<file path="src/rtl/instruction_encoder.sv">
// Program-load encoder: packs instruction fields into 16-bit words, range-checks
// immediates and streams legal words into instruction memory at consecutive addresses.
module instruction_encoder #(
    parameter int ADDR_W = 8
) (
    input  logic              clk,
    input  logic              reset_n,
    input  logic              start,
    input  logic              in_valid,
    output logic              in_ready,
    input  logic [2:0]        fmt,
    input  logic [2:0]        opcode,
    input  logic [1:0]        op,
    input  logic [2:0]        rn,
    input  logic [2:0]        rd,
    input  logic [2:0]        rm,
    input  logic [1:0]        shift,
    input  logic [15:0]       imm,
    output logic              mem_write,
    output logic [ADDR_W-1:0] mem_addr,
    output logic [15:0]       mem_din,
    output logic [ADDR_W:0]   word_count,
    output logic              done,
    output logic              err
);

    localparam logic [2:0] FMT_REG3 = 3'd0;
    localparam logic [2:0] FMT_REG2 = 3'd1;
    localparam logic [2:0] FMT_IMM8 = 3'd2;
    localparam logic [2:0] FMT_IMM5 = 3'd3;
    localparam logic [2:0] FMT_BARE = 3'd4;

    typedef enum logic [1:0] {
        ST_IDLE = 2'd0,
        ST_RUN  = 2'd1,
        ST_FULL = 2'd2
    } state_t;

    state_t            r_state;
    logic [ADDR_W-1:0] r_next_addr;
    logic [ADDR_W:0]   r_word_count;
    logic              r_mem_write;
    logic [ADDR_W-1:0] r_mem_addr;
    logic [15:0]       r_mem_din;
    logic              r_err;

    logic [15:0]       w_word;
    logic              w_legal;
    logic              w_accept;
    logic              w_top;

    // A signed immediate fits in n bits when everything from the sign bit up agrees.
    function automatic logic fits_imm8(input logic [15:0] v);
        return (v[15:7] == 9'h000) || (v[15:7] == 9'h1FF);
    endfunction

    function automatic logic fits_imm5(input logic [15:0] v);
        return (v[15:4] == 12'h000) || (v[15:4] == 12'hFFF);
    endfunction

    // Field packing per format; unused fields are forced to zero so words decode back exactly.
    always_comb begin
        w_word  = 16'h0000;
        w_legal = 1'b0;
        case (fmt)
            FMT_REG3: begin
                w_word  = {opcode, op, rn, rd, shift, rm};
                w_legal = 1'b1;
            end
            FMT_REG2: begin
                w_word  = {opcode, op, 3'b000, rd, shift, rm};
                w_legal = 1'b1;
            end
            FMT_IMM8: begin
                w_word  = {opcode, op, rn, imm[7:0]};
                w_legal = fits_imm8(imm);
            end
            FMT_IMM5: begin
                w_word  = {opcode, op, rn, rd, imm[4:0]};
                w_legal = fits_imm5(imm);
            end
            FMT_BARE: begin
                w_word  = {opcode, op, 11'b000_0000_0000};
                w_legal = 1'b1;
            end
            default: begin
                w_word  = 16'h0000;
                w_legal = 1'b0;
            end
        endcase
    end

    // A start pulse blocks acceptance in the same cycle so the restart is clean.
    assign in_ready = (r_state == ST_RUN) && !start;
    assign w_accept = in_valid && in_ready;
    assign w_top    = (r_next_addr == {ADDR_W{1'b1}});

    // Load-path state machine: address/count bookkeeping and registered write port.
    always_ff @(posedge clk or negedge reset_n) begin
        if (!reset_n) begin
            r_state      <= ST_IDLE;
            r_next_addr  <= '0;
            r_word_count <= '0;
            r_mem_write  <= 1'b0;
            r_mem_addr   <= '0;
            r_mem_din    <= 16'h0000;
            r_err        <= 1'b0;
        end else if (start) begin
            r_state      <= ST_RUN;
            r_next_addr  <= '0;
            r_word_count <= '0;
            r_mem_write  <= 1'b0;
            r_err        <= 1'b0;
        end else if (w_accept) begin
            if (w_legal) begin
                r_mem_write  <= 1'b1;
                r_mem_addr   <= r_next_addr;
                r_mem_din    <= w_word;
                r_word_count <= r_word_count + (ADDR_W+1)'(1'b1);
                if (w_top) begin
                    r_state <= ST_FULL;
                end else begin
                    r_next_addr <= r_next_addr + ADDR_W'(1'b1);
                end
            end else begin
                r_mem_write <= 1'b0;
                r_err       <= 1'b1;
            end
        end else begin
            r_mem_write <= 1'b0;
        end
    end

    assign mem_write  = r_mem_write;
    assign mem_addr   = r_mem_addr;
    assign mem_din    = r_mem_din;
    assign word_count = r_word_count;
    assign done       = (r_state == ST_FULL);
    assign err        = r_err;

endmodule

</file>
<file path="config.mk">
export PLATFORM = sky130hd
export DESIGN_NAME = instruction_encoder
export DESIGN_NICKNAME = d
export VERILOG_FILES = /design/src/rtl/instruction_encoder.sv
export SDC_FILE = /design/constraint.sdc
export NUM_CORES = 1
export LEC_CHECK = 0
export ABC_CLOCK_PERIOD_IN_PS = 2150
export BUFFER_PORTS_ARGS = -buffer_cell sky130_fd_sc_hd__buf_2
export CORE_UTILIZATION = 49
export CTS_CLUSTER_DIAMETER = 200
export DETAILED_ROUTE_END_ITERATION = 6
export PLACE_DENSITY = 0.84
export RECOVER_POWER = 50
export SYNTH_ARGS = -nofsm -noshare
export SYNTH_HDL_FRONTEND = slang
export SYNTH_SLANG_ARGS = --single-unit
</file>
<file path="constraint.sdc">
create_clock -name clk -period 2.15 [get_ports clk]
set_input_delay 0.1075 -clock clk [delete_from_list [all_inputs] [get_ports clk]]
set_output_delay 0.1075 -clock clk [all_outputs]
set_load 0.02 [all_outputs]
</file>
==> impl_metrics.py <==
metrics = {
    "run_status": {
        "status": "completed",
    },
    "sta": {
        "maxSlewHeadroom_pct": 7.33,
        "rsz0062_at_grt": "no",
        "layout_min_cycle_time_ns": 1.92,
        "holdWs_ns": 0.0382,
        "setup_viol": 0,
        "worst_pin_slew_ns": 1.39,
        "finalCritPeriodShare_pct": 89.3,
        "fin_skew_ns": 0.00943,
        "clock.fmax_mhz": 521,
        "setup_tns_ns": 0,
        "slew_violations": 0,
        "hold_violations": 0,
    },
    "synth": {
        "seq_area_frac_synth_pct": 50.9,
        "synth_cell_types": 45,
        "yosys.area.top_type": "dfrtp_1",
        "yosysMostFrequentCell": "dfrtp_1",
        "synth_area_per_cell_um2": 10.9,
        "yosysWarnings": 0,
        "yosysTopAreaCellShare_pct": 50.9,
        "synthArstFlopShare_pct": 100,
        "synthTopCellsByCount": "45 x dfrtp_1, 32 x nand2_1, 14 x mux2_2",
        "synth_area_leaders": "dfrtp_1 51%, mux2_2 7.1%, nand2_1 5.4%, mux2i_1 5.0%, o31ai_1 3.4%",
        "synth_area_mm2": 0.00221,
        "synth_seq_cells": 45,
        "synth_edf_count": 0,
        "synthCells": 203,
        "synthFlopType": "dfrtp_1",
        "syn_nets": 244,
    },
    "routing": {
        "drt_first_pass_iters": 4,
        "wire_per_inst_um": 13.9,
        "num_vias": 1825,
        "drtIter0Drc": 86,
        "antenna_left": 0,
        "vias_per_cell": 5.43,
        "drc": 0,
        "wirelength_mm": 4.68,
    },
    "global_routing": {
        "use_met1_pct": 28.0,
        "grt_usage_pct": 20.7,
        "grt_overflow": 0,
        "met3_usage_pct": 4.51,
        "gr-max-usage-layer": "met2",
        "grt_max_degree": 27,
        "gr-usage-met2_pct": 33.1,
        "grt_pass1_vias": 1677,
        "antenna_found_initial": 0,
        "grt_pass1_wl_mm": 7.90,
    },
    "setup_path": {
        "worst-r2r-cell-count": 6,
        "r2r_end": "r_next_addr[1]",
        "critical_path_required_ns": 2.33,
        "slowest_delay_ns": 0.44,
        "crit_type": "reg2reg",
        "crit_arrival_ns": 2.10,
        "cp-start-kind": "flop",
        "worstPathMaxFanout": 7,
        "reg2reg_from": "r_next_addr[0]",
        "worst_setup_path_end_kind": "flop",
        "crit_path_cell_trace": "ha_1 > and3_1 > nand3_1 > o21bai_1 > nor2_2 > mux2_2",
        "ff2ff_setup_slack_ns": 0.23,
        "critical_path.slowest_cell": "o21bai_1",
    },
    "worst_hold_path": {
        "hp-class": "in2reg",
        "holdPathEnd": "mem_din[15]",
        "hp-start": "opcode[2]",
        "min_path_cells": 2,
    },
    "die": {
        "start_util_pct": 50.8,
        "core-area_mm2": 0.00435,
        "die_area_mm2": 0.00479,
        "fp.dieW_um": 69.2,
        "rows": 24,
        "die_h_um": 69.2,
        "ioPinCount": 76,
    },
    "finish": {
        "diodes": 0,
        "multi_input_area_mm2": 0.00101,
        "register_area_mm2": 0.00113,
        "layout.nets": 324,
        "syn_to_final_growth_pct": 23.3,
        "fill_cells": 400,
        "drive_gt1_share_pct": 28.9,
    },
    "clocking": {
        "cts.htree.levels": 2,
        "clock_latency_ns": 0.29,
        "cts_root_buf": "clkbuf_8",
        "cts-buffers-inserted": 5,
        "clockBufferDepth": 2,
        "cts_tree": "yes",
        "cts.sinks": 45,
        "cts_setup_buffers": 0,
        "path_clk_slew_ns": 0.08,
    },
    "place": {
        "hpwl_mm": 3.49,
        "io_buffers": 75,
        "gp_congestion": 0.757,
    },
    "pwr": {
        "max-vdd-ir-drop_v": 0.000517,
        "p_leak_nw": 1.28,
        "power.density_mw_per_mm2": 703,
    },
    "flow_run": {
        "cap_viol_max_count": 0,
    },
}
==> registers in the layout (all words and copies together), names as in the netlist <==
| name | count |
|---|---|
| word_count | 9 |
| mem_addr | 8 |
| r_next_addr | 8 |
| mem_write | 1 |
| r_state | 2 |
| mem_din | 16 |
| err | 1 |
==> critical path, delay by kind of cell (launching register included) <==
kind            cells  cell delay [ns]
flops               1             0.42
fa+ha+maj           1             0.18
mux                 1             0.29
simple gates        3             0.48
compound gates      1             0.44
==> worst max-delay path by stage <==
stage | from | to | slack (ns)
after global placement | fmt[1] | mem_din[13] | 0.30
after global routing | r_next_addr[0] | r_next_addr[1] | 0.09
after CTS | r_next_addr[0] | r_next_addr[1] | 0.25
after detailed placement | fmt[1] | mem_addr[5] | 0.25
final | r_next_addr[0] | r_next_addr[1] | 0.23
after floorplan | r_next_addr[0] | r_next_addr[1] | 0.41
==> placed cells by master, fill, tap and decap left out, types with 6 or more instances in the layout <==
cell type,instances
a211o_1,6
buf_2,45
clkbuf_1,31
clkbuf_8,6
dfrtp_1,45
mux2_2,14
mux2i_1,11
nand2_1,32
nand3_1,6
nor2_1,10
o21ai_0,6
o31ai_1,10
==> layout make-up <==
type / count / share of cell area, %
repair buffers: 82 / 14.3
inverters: 5 / 0.688
clock inverters: 1 / 1.10
clock buffers: 7 / 3.16
multi-input cells: 144 / 37.1
flip-flops and latches: 45 / 41.3
well taps: 52 / 2.38
==> cell families (layout without fill, tap and decap cells) <==
family	Yosys count	after routing	synth area share (%)
compound gates	42	42	15.3
xor+xnor	1	1	0.396
fa+ha+maj	2	2	1.13
buf+inv	14	95	3.73
flops	45	45	50.9
mux	25	25	12.1
simple gates	74	74	16.5
==> metrics by stage <==
step                      instances  util (%)  setup slack, ns  power [mW]  area [um2]
final                           336      62.7            0.231        1.92        2730
after global routing            336      62.7           0.0859        2.01        2730
after CTS                       336      63.6            0.249        1.96        2770
after detailed placement        327      60.7            0.255        1.30        2640
after global placement          327      60.7            0.296        1.29        2640
after floorplan                 203         -            0.406        1.15        2210
==> metal layers <==
layer  up-vias  routed length [um]
met5         -                   0
met4         0                  58
met3         5                 303
met2        72                2190
met1       849                2130
li1        899                   -
==> power breakdown <==
group / switching, mW / internal [mW] / leakage [nW]
Clock: 0.275 / 0.379 / 0.0585
Sequential: 0.0349 / 0.910 / 0.602
Combinational: 0.205 / 0.114 / 0.617
Total: 0.515 / 1.40 / 1.28
==> timing repair <==
item                      CTS  global route
gates resized for setup     0             0
hold buffers                1             0
hold endpoints to repair   24             0
Note: power is estimated with default switching activity, not from simulation.
